[config.mk]
export PLATFORM = sky130hd
export DESIGN_NAME = spi_master_engine
export DESIGN_NICKNAME = d
export VERILOG_FILES = /design/src/rtl/spi_master_engine.sv
export SDC_FILE = /design/constraint.sdc
export NUM_CORES = 1
export LEC_CHECK = 0
export ABC_AREA = 1
export CAP_MARGIN = 20
export CELL_PAD_IN_SITES_DETAIL_PLACEMENT = 1
export CELL_PAD_IN_SITES_GLOBAL_PLACEMENT = 1
export CORE_MARGIN = 1
export CORE_UTILIZATION = 25
export CTS_CLUSTER_SIZE = 8
export DETAILED_ROUTE_END_ITERATION = 12
export PLACE_DENSITY = 0.57
export SYNTH_ARGS = -nofsm -noshare
export SYNTH_HDL_FRONTEND = slang
export SYNTH_SLANG_ARGS = --single-unit
[constraint.sdc]
create_clock -name clk_i -period 4.54 [get_ports clk_i]
set_input_delay 0.908 -clock clk_i [delete_from_list [all_inputs] [get_ports clk_i]]
set_output_delay 0.908 -clock clk_i [all_outputs]
set_load 0.05 [all_outputs]
[src/rtl/spi_master_engine.sv]
// spi_master_engine: SPI shift engine (4 CPOL/CPHA modes, MSB first, multi-word frames); define SPI_LOOPBACK_EN for MOSI->MISO loopback
module spi_master_engine #(
  parameter int DATA_WIDTH    = 8,
  parameter int DIVIDER_WIDTH = 32,
  parameter int WAIT_WIDTH    = 32,
  parameter int SLAVE_NUM     = 8
) (
  input  logic                     clk_i,
  input  logic                     rst_i,
  input  logic                     soft_rst_i,
  input  logic                     cpol_i,
  input  logic                     cpha_i,
  input  logic [DIVIDER_WIDTH-1:0] clk_divider_i,
  input  logic [WAIT_WIDTH-1:0]    wait_time_i,
  input  logic [SLAVE_NUM-1:0]     slave_select_i,
  input  logic [DATA_WIDTH-1:0]    tx_data_i,
  input  logic                     tx_last_i,
  input  logic                     tx_valid_i,
  output logic                     tx_ready_o,
  output logic [DATA_WIDTH-1:0]    rx_data_o,
  output logic                     rx_last_o,
  output logic                     rx_valid_o,
  input  logic                     rx_ready_i,
  output logic                     busy_o,
  output logic                     spi_sclk_o,
  output logic                     spi_mosi_o,
  input  logic                     spi_miso_i,
`ifdef SPI_LOOPBACK_EN
  input  logic                     loopback_i,
`endif
  output logic [SLAVE_NUM-1:0]     spi_cs_n_o
);
  localparam int HP_W = $clog2(2 * DATA_WIDTH);
  localparam logic [2:0] IDLE     = 3'd0;
  localparam logic [2:0] SETUP    = 3'd1;
  localparam logic [2:0] TRANSFER = 3'd2;
  localparam logic [2:0] RXPUSH   = 3'd3;
  localparam logic [2:0] NEXT     = 3'd4;
  localparam logic [2:0] HOLD     = 3'd5;

  logic [2:0]               state_q, state_d;
  logic [DATA_WIDTH-1:0]    tx_sr_q, tx_sr_d, rx_sr_q, rx_sr_d, rx_data_q, rx_data_d;
  logic [DIVIDER_WIDTH-1:0] div_q, div_d, cnt_q, cnt_d;
  logic [WAIT_WIDTH-1:0]    wait_q, wait_d, wcnt_q, wcnt_d;
  logic [SLAVE_NUM-1:0]     cs_n_q, cs_n_d, cs_sel;
  logic [HP_W-1:0]          hp_q, hp_d;
  logic                     last_q, last_d, cpol_q, cpol_d, cpha_q, cpha_d;
  logic                     sclk_q, sclk_d, mosi_q, mosi_d;
  logic                     rx_last_q, rx_last_d, rx_valid_q, rx_valid_d;
  logic                     tx_hs, half_done, lead, last_hp, sample_now, sample_bit, start;
  logic [DATA_WIDTH-1:0]    entry_word, rx_next;

`ifdef SPI_LOOPBACK_EN
  logic lb_q, lb_d;
  assign sample_bit = lb_q ? mosi_q : spi_miso_i;
  assign cs_sel     = loopback_i ? '1 : ~slave_select_i;
`else
  assign sample_bit = spi_miso_i;
  assign cs_sel     = ~slave_select_i;
`endif

  assign tx_ready_o = (state_q == IDLE || state_q == NEXT) && !soft_rst_i && !rst_i;
  assign tx_hs      = tx_valid_i && tx_ready_o;
  assign half_done  = cnt_q == div_q;
  assign lead       = !hp_q[0];
  assign last_hp    = hp_q == HP_W'(2 * DATA_WIDTH - 1);
  // CPHA=0 samples on leading edges, CPHA=1 on trailing; the other edge shifts MOSI
  assign sample_now = lead ^ cpha_q;
  assign rx_next    = {rx_sr_q[DATA_WIDTH-2:0], sample_bit};
  assign entry_word = (state_q == NEXT) ? tx_data_i : tx_sr_q;

  always_comb begin
    state_d    = state_q;
    tx_sr_d    = tx_sr_q;
    rx_sr_d    = rx_sr_q;
    rx_data_d  = rx_data_q;
    div_d      = div_q;
    cnt_d      = cnt_q;
    wait_d     = wait_q;
    wcnt_d     = wcnt_q;
    cs_n_d     = cs_n_q;
    hp_d       = hp_q;
    last_d     = last_q;
    cpol_d     = cpol_q;
    cpha_d     = cpha_q;
    sclk_d     = sclk_q;
    mosi_d     = mosi_q;
    rx_last_d  = rx_last_q;
    rx_valid_d = rx_valid_q;
    start      = 1'b0;
`ifdef SPI_LOOPBACK_EN
    lb_d       = lb_q;
`endif
    case (state_q)
      IDLE: begin
        sclk_d = cpol_i;
        if (tx_hs) begin
          state_d = SETUP;
          tx_sr_d = tx_data_i;
          last_d  = tx_last_i;
          cpol_d  = cpol_i;
          cpha_d  = cpha_i;
          div_d   = clk_divider_i;
          wait_d  = wait_time_i;
          cs_n_d  = cs_sel;
          wcnt_d  = '0;
`ifdef SPI_LOOPBACK_EN
          lb_d    = loopback_i;
`endif
        end
      end
      SETUP: begin
        wcnt_d = wcnt_q + 1'b1;
        start  = wcnt_q == wait_q;
      end
      TRANSFER: begin
        cnt_d = half_done ? '0 : cnt_q + 1'b1;
        if (half_done) begin
          sclk_d = ~sclk_q;
          hp_d   = hp_q + 1'b1;
          if (sample_now) rx_sr_d = rx_next;
          else begin
            mosi_d  = tx_sr_q[DATA_WIDTH-1];
            tx_sr_d = tx_sr_q << 1;
          end
          if (last_hp) begin
            state_d    = RXPUSH;
            rx_valid_d = 1'b1;
            rx_last_d  = last_q;
            rx_data_d  = cpha_q ? rx_next : rx_sr_q;
          end
        end
      end
      RXPUSH: begin
        if (rx_ready_i) begin
          rx_valid_d = 1'b0;
          state_d    = last_q ? HOLD : NEXT;
          wcnt_d     = '0;
        end
      end
      NEXT: begin
        if (tx_hs) begin
          last_d = tx_last_i;
          start  = 1'b1;
        end
      end
      HOLD: begin
        wcnt_d = wcnt_q + 1'b1;
        if (wcnt_q == wait_q) begin
          cs_n_d  = '1;
          state_d = IDLE;
        end
      end
      default: state_d = IDLE;
    endcase
    // CPHA=0 presents the MSB before the first edge; CPHA=1 drives it on the first leading edge
    if (start) begin
      state_d = TRANSFER;
      cnt_d   = '0;
      hp_d    = '0;
      tx_sr_d = cpha_q ? entry_word : entry_word << 1;
      mosi_d  = cpha_q ? mosi_q : entry_word[DATA_WIDTH-1];
    end
  end

  always_ff @(posedge clk_i) begin
    if (rst_i || soft_rst_i) begin
      state_q    <= IDLE;
      tx_sr_q    <= '0;
      rx_sr_q    <= '0;
      rx_data_q  <= '0;
      div_q      <= '0;
      cnt_q      <= '0;
      wait_q     <= '0;
      wcnt_q     <= '0;
      cs_n_q     <= '1;
      hp_q       <= '0;
      last_q     <= 1'b0;
      cpol_q     <= 1'b0;
      cpha_q     <= 1'b0;
      sclk_q     <= cpol_i;
      mosi_q     <= 1'b0;
      rx_last_q  <= 1'b0;
      rx_valid_q <= 1'b0;
`ifdef SPI_LOOPBACK_EN
      lb_q       <= 1'b0;
`endif
    end else begin
      state_q    <= state_d;
      tx_sr_q    <= tx_sr_d;
      rx_sr_q    <= rx_sr_d;
      rx_data_q  <= rx_data_d;
      div_q      <= div_d;
      cnt_q      <= cnt_d;
      wait_q     <= wait_d;
      wcnt_q     <= wcnt_d;
      cs_n_q     <= cs_n_d;
      hp_q       <= hp_d;
      last_q     <= last_d;
      cpol_q     <= cpol_d;
      cpha_q     <= cpha_d;
      sclk_q     <= sclk_d;
      mosi_q     <= mosi_d;
      rx_last_q  <= rx_last_d;
      rx_valid_q <= rx_valid_d;
`ifdef SPI_LOOPBACK_EN
      lb_q       <= lb_d;
`endif
    end
  end

  assign rx_data_o  = rx_data_q;
  assign rx_last_o  = rx_last_q;
  assign rx_valid_o = rx_valid_q;
  assign busy_o     = state_q != IDLE;
  assign spi_sclk_o = sclk_q;
  assign spi_mosi_o = mosi_q;
  assign spi_cs_n_o = cs_n_q;
endmodule
==> results of run 1 <==
[worst max-delay path: stages]
cell and delay (ns):
clkdlybuf4s50_1 0.44, nor2_4 0.18, inv_1 0.28, nor3_1 0.43, buf_12 0.20
[layer usage]
layer | vias up | GRT usage [%] | routed length, microns
met5 | - | 0 | 0
met4 | 0 | 3.821 | 298
met3 | 20 | 3.765 | 1162
met2 | 112 | 24.65 | 12320
met1 | 4109 | 21.84 | 15340
li1 | 4632 | - | -
[logic make-up (layout without fill, tap and decap cells)]
kind of cell | after synthesis | count (layout)
xor+xnor | 64 | 64
compound gates | 234 | 234
simple gates | 728 | 728
buf+inv | 206 | 297
fa+ha+maj | 3 | 3
flops | 173 | 173
[final cells by class]
type / instances / area, sq um
Fill cell: 4604 / 25220
Multi-Input combinational cell: 1029 / 4962
Sequential cell: 173 / 3473
Timing Repair Buffer: 116 / 1169
Tap cell: 468 / 585.6
Inverter: 149 / 560.5
Clock buffer: 20 / 466.7
Clock inverter: 12 / 88.84
[cells in the final DEF, fill, tap and decap left out, types with 3 or more instances in the layout]
cell type	instances
nor2_1	235
nand3_1	47
o21ai_1	15
nand2_1	338
nor3b_1	4
a211oi_1	3
clkbuf_16	17
nor4_1	5
o22ai_1	8
nor2_4	8
clkinv_4	3
ha_1	3
inv_2	12
dfxtp_1	172
inv_1	135
clkbuf_8	3
xnor2_1	48
nand3_2	3
nand4_1	18
xor2_1	16
buf_4	5
o21ai_0	114
a21oi_1	82
clkdlybuf4s50_1	109
or2_2	5
o21a_1	4
clkinv_2	4
clkinvlp_4	4
nor3_1	40
nand2_2	7
nor2_2	5
[state kept, by name, indices dropped and copies added, names as in the netlist, 3 cells and up]
| name | count |
|---|---|
| wait_q | 32 |
| hp_q | 4 |
| rx_data_o | 8 |
| wcnt_q | 32 |
| state_q | 3 |
| spi_cs_n_o | 8 |
| rx_sr_q | 8 |
| tx_sr_q | 8 |
| cnt_q | 32 |
| div_q | 32 |
[power by group]
group,total (mW),internal [mW],switching (mW)
clock,1.43,0.747,0.681
combinational,0.384,0.150,0.234
sequential,1.56,1.54,0.0175
[worst paths after layout]
path / end / slack [ns] / cells past startpoint / startpoint
worst max register to register: wcnt_q[22] / 1.62 / 10 / state_q[0]
worst min-delay path: rx_sr_q[7] / 0.45 / 2 / rx_sr_q[7]
worst max-delay path: tx_ready_o / 1.18 / 5 / soft_rst_i
worst min register to register: rx_sr_q[7] / 0.45 / 2 / rx_sr_q[7]
==> results.py, run 1 <==
metrics = {
    "outcome": {
        "status": "completed",
    },
    "route": {
        "wl_microns": 29120,
        "vias": 8873,
        "postRouteAntennaNets": 0,
        "firstDrtPassIters": 4,
        "post-route-drc-count": 0,
        "viasPerCell": 4.511,
        "initialDrtViolationCount": 377,
        "post_drt_wl_per_cell_microns": 14.80,
    },
    "cts": {
        "path_clk_slew_ns": 0.07,
        "post-cts-setup-buffers": 0,
        "cts.sinks": 173,
        "cts_tree": "done",
        "insertion_delay_ns": 0.44,
        "htreeDepth": 4,
        "cts_buffer_depth": 2,
        "hold_buffers": 0,
        "cts_inserted_buffers": 17,
        "cts_root_buffer": "clkbuf_16",
        "cts_resized": 0,
    },
    "min_path": {
        "min_path_type": "reg2reg",
    },
    "place": {
        "numPortBuffers": 110,
        "numPlacedInstances": 1935,
        "globalplace.congestion": 0.7866,
        "post_dp_cell_area_sq_um": 10750,
        "pre_cts_ws_ns": 0.8871,
        "place_hpwl_microns": 21380,
    },
    "synthesis": {
        "avgSynthCellArea_sq_um": 6.572,
        "yosysUniqueCellTypes": 47,
        "synth_edf_count": 1,
        "muxShareOfSynthArea_pct": 0,
        "synth_most_common_cell": "nand2_1",
        "synth_area_leaders": "dfxtp_1, nand2_1, nor2_1",
        "yosys_warnings": 0,
        "synth_fp_nets": 1500,
        "synthSimpleGateAreaFrac_pct": 33.88,
        "yosysSeqAreaShare_pct": 37.53,
        "synth_compound_area_share_pct": 13.25,
        "synth_top_area_share_pct": 37.21,
        "synth-xor-area-share_pct": 6.057,
        "synth_top_family_by_area": "simple AND/OR/NAND/NOR gates",
        "synthFlopType": "dfxtp_1",
        "synthAdderAreaFrac_pct": 0.4056,
        "ys_seq_elements": 173,
        "yosys.area.top_type": "dfxtp_1",
        "netlist_instances": 1408,
        "mappedNetlistArea_sq_um": 9254,
        "ys_async_sr_fraction_pct": 0,
        "yosys-top-cells-count": "nand2_1, nor2_1, dfxtp_1",
    },
    "global_routing": {
        "grt_pass1_vias": 9203,
        "grt_pass1_wl_microns": 47910,
        "antenna_found_initial": 0,
        "grt_use_total_pct": 15.81,
        "grt_overflow": 0,
        "grt_max_degree": 72,
    },
    "floorplan": {
        "fp.dieArea_sq_um": 37790,
        "core_sq_um": 36520,
        "die_y_microns": 194.4,
        "rows": 70,
        "io_pins": 111,
        "die_w_microns": 194.4,
        "start_util_pct": 25.34,
    },
    "power_and_ir_drop": {
        "powerDensity_nw_per_um2": 298.3,
        "leakage_nw": 4.438,
        "vdd_drop_max_mv": 0.2642,
        "total_power_mw": 3.372,
    },
    "timing": {
        "slew_headroom_pct": 38.19,
        "fin_hold_ws_ns": 0.4495,
        "tightest_slew_ns": 0.9259,
        "min_period_ns": 3.364,
        "worst_slack_ns": 1.176,
        "fin_skew_ns": 0.01088,
        "rsz0062_at_grt": "false",
        "timing.fmax_ghz": 0.2973,
        "final.period_utilization_pct": 74.10,
        "maxSlewViolCount": 0,
        "hold_violations": 0,
        "setup_viol": 0,
        "fin_tns_setup_ns": 0,
    },
    "worst_setup_path": {
        "crit_type": "in2out",
        "critPathCaptureType": "output port",
        "path_max_fanout": 15,
        "start_kind": "primary input",
        "worstPathArrival_ns": 2.46,
        "worstPathRequired_ns": 3.63,
    },
    "layout": {
        "drive_gt1_share_pct": 6.204,
        "area_growth_pct": 22.17,
        "antenna_cells": 0,
        "finalNonFillerCells": 1967,
        "finalCoreUtilization_pct": 30.96,
        "finalInstanceArea_sq_um": 11310,
        "finalNetCount": 1578,
    },
    "job": {
        "cap_violations": 0,
    },
}
Note: power is estimated with default switching activity, not from simulation.
==> run 2: changes to the inputs <==
--- a/config.mk
+++ b/config.mk
@@ -13,7 +13,7 @@
 export CORE_UTILIZATION = 25
 export CTS_CLUSTER_SIZE = 8
 export DETAILED_ROUTE_END_ITERATION = 12
-export PLACE_DENSITY = 0.57
+export PLACE_DENSITY = 0.59
 export SYNTH_ARGS = -nofsm -noshare
 export SYNTH_HDL_FRONTEND = slang
 export SYNTH_SLANG_ARGS = --single-unit
==> constraint.sdc (replaced) <==
create_clock -name clk_i -period 3.02 [get_ports clk_i]
set_input_delay 0.604 -clock clk_i [delete_from_list [all_inputs] [get_ports clk_i]]
set_output_delay 0.604 -clock clk_i [all_outputs]
set_load 0.05 [all_outputs]
==> run 2 against run 1 <==
  * Clock power up 69%
  * Sequential cell count unchanged
  * Die area unchanged
==> results.py, run 2 (synthesis results as in run 1) <==
metrics = {
    "outcome": {
        "status": "completed",
    },
    "worst_setup_path": {
        "crit_type": "reg2out",
        "crit_slowest_cell": "clkdlybuf4s50_1",
        "cpPeakStageDelay_ns": 0.90,
        "r2r-end": "rx_data_o[1]",
        "reg2reg_from": "cnt_q[1]",
        "reg2reg_slack_ns": 0.65,
        "cp_num_buf_inv": 2,
        "crit_path_cell_trace": "inv_2 > nand2_1 > clkdlybuf4s50_1",
        "worstPathArrival_ns": 2.13,
        "r2r_cells": 13,
        "crit_family": "buffers and inverters",
        "worstPathRequired_ns": 2.42,
        "path_max_fanout": 7,
        "critPathCaptureType": "output port",
        "start_kind": "register",
    },
    "layout": {
        "regArea_sq_um": 3473,
        "final_cell_mix": "nand2_1, nor2_1, dfxtp_1",
        "finalCoreUtilization_pct": 31.38,
        "finalNetCount": 1589,
        "antenna_cells": 0,
        "final_common_cell": "nand2_1",
        "finalInstanceArea_sq_um": 11460,
        "multi_input_comb_area_sq_um": 4962,
        "fill_cells": 4571,
        "area_growth_pct": 23.85,
        "drive_gt1_share_pct": 6.887,
    },
    "cts": {
        "cts_resized": 0,
        "hold_buffers": 0,
        "path_clk_slew_ns": 0.07,
        "cts_tree": "done",
        "post-cts-setup-buffers": 0,
        "cts_root_buffer": "clkbuf_16",
        "cts_inserted_buffers": 17,
        "cts_buffer_depth": 2,
        "insertion_delay_ns": 0.45,
        "cts.sinks": 173,
        "htreeDepth": 4,
    },
    "timing": {
        "maxSlewViolCount": 0,
        "hold_violations": 0,
        "min_period_ns": 2.731,
        "fin_hold_ws_ns": 0.4523,
        "fin_tns_setup_ns": 0,
        "fin_skew_ns": 0.01414,
        "setup_viol": 0,
        "rsz0062_at_grt": "false",
        "timing.fmax_ghz": 0.3661,
        "tightest_slew_ns": 0.7709,
        "slew_headroom_pct": 48.60,
        "final.period_utilization_pct": 90.45,
    },
    "min_path": {
        "min_to": "rx_sr_q[7]",
        "min_path_type": "reg2reg",
        "min-delay-start": "rx_sr_q[7]",
        "hold_depth": 2,
    },
    "route": {
        "firstDrtPassIters": 4,
        "post_drt_wl_per_cell_microns": 14.88,
        "viasPerCell": 4.537,
        "initialDrtViolationCount": 311,
        "post-route-drc-count": 0,
        "vias": 8974,
        "postRouteAntennaNets": 0,
        "wl_microns": 29430,
    },
    "floorplan": {
        "die_y_microns": 194.4,
        "fp.dieArea_sq_um": 37790,
        "die_w_microns": 194.4,
        "rows": 70,
        "core_sq_um": 36520,
        "start_util_pct": 25.34,
        "io_pins": 111,
    },
    "place": {
        "post_dp_cell_area_sq_um": 10830,
        "numPortBuffers": 110,
        "globalplace.congestion": 0.7770,
        "place_hpwl_microns": 21910,
    },
    "global_routing": {
        "grt_max_degree": 55,
        "grt_pass1_wl_microns": 48930,
        "antenna_found_initial": 2,
        "grt_pass1_vias": 9387,
        "grt_use_total_pct": 16.14,
        "grt_overflow": 0,
    },
    "power_and_ir_drop": {
        "total_power_mw": 5.354,
        "leakage_nw": 4.520,
        "vdd_drop_max_mv": 0.3668,
        "powerDensity_nw_per_um2": 467.2,
    },
    "job": {
        "cap_violations": 0,
    },
}
-- run 2: changes by cell type in the layout (fill, tap and decap cells not counted), sizes merged --
| cell | previous run | this run |
|---|---|---|
| clkinv | 8 | 4 |
| buf | 7 | 18 |
| clkbuf | 20 | 18 |
| bufinv | 0 | 3 |
| inv | 149 | 152 |
-- run 2: how the worst max path moves through the flow --
stage | start | to | cells after the start
global route | state_q[2] | busy_o | 3
finish | state_q[2] | busy_o | 3
detailed placement | soft_rst_i | wcnt_q[22] | 11
global placement | soft_rst_i | wcnt_q[22] | 11
floorplan | soft_rst_i | cnt_q[26] | 9
CTS | state_q[2] | busy_o | 3
-- run 2: stage by stage --
step,setup WS [ns],std cells
6_report,0.2885,1978
5_1_grt,0.2233,1978
4_1_cts,0.2862,1978
3_5_place_dp,0.2585,1946
3_3_place_gp,0.3513,1946
2_1_floorplan,0.03796,1408
-- run 2: tightest hold or removal path, stage by stage, from the launching register on --
cell and delay [ns]:
dfxtp_1 0.30, inv_1 0.05, a21oi_1 0.05
-- run 2: final cells by class --
class                      instances  share of cell area, %
sequential                       173                  30.31
tap                              468                  5.109
inverter                         149                  4.891
clock buffer                      18                  3.930
multi-input combinational       1029                  43.30
timing repair buffer             127                  10.92
clock inverter                    14                  1.550
-- run 2: power by group --
| group | total (mW) | internal, mW | switching, mW |
|---|---|---|---|
| Combinational | 0.595 | 0.238 | 0.358 |
| Clock | 2.42 | 1.37 | 1.05 |
| Sequential | 2.34 | 2.32 | 0.0242 |
| Total | 5.35 | 3.92 | 1.43 |
-- run 2: per-layer routing --
metal	wire (microns)	GRT usage [%]	vias to the layer above
met3	1405	4.130	22
met4	356	4.203	2
li1	-	-	4655
met2	12830	26.07	119
met5	13	0	-
met1	14830	21.25	4176
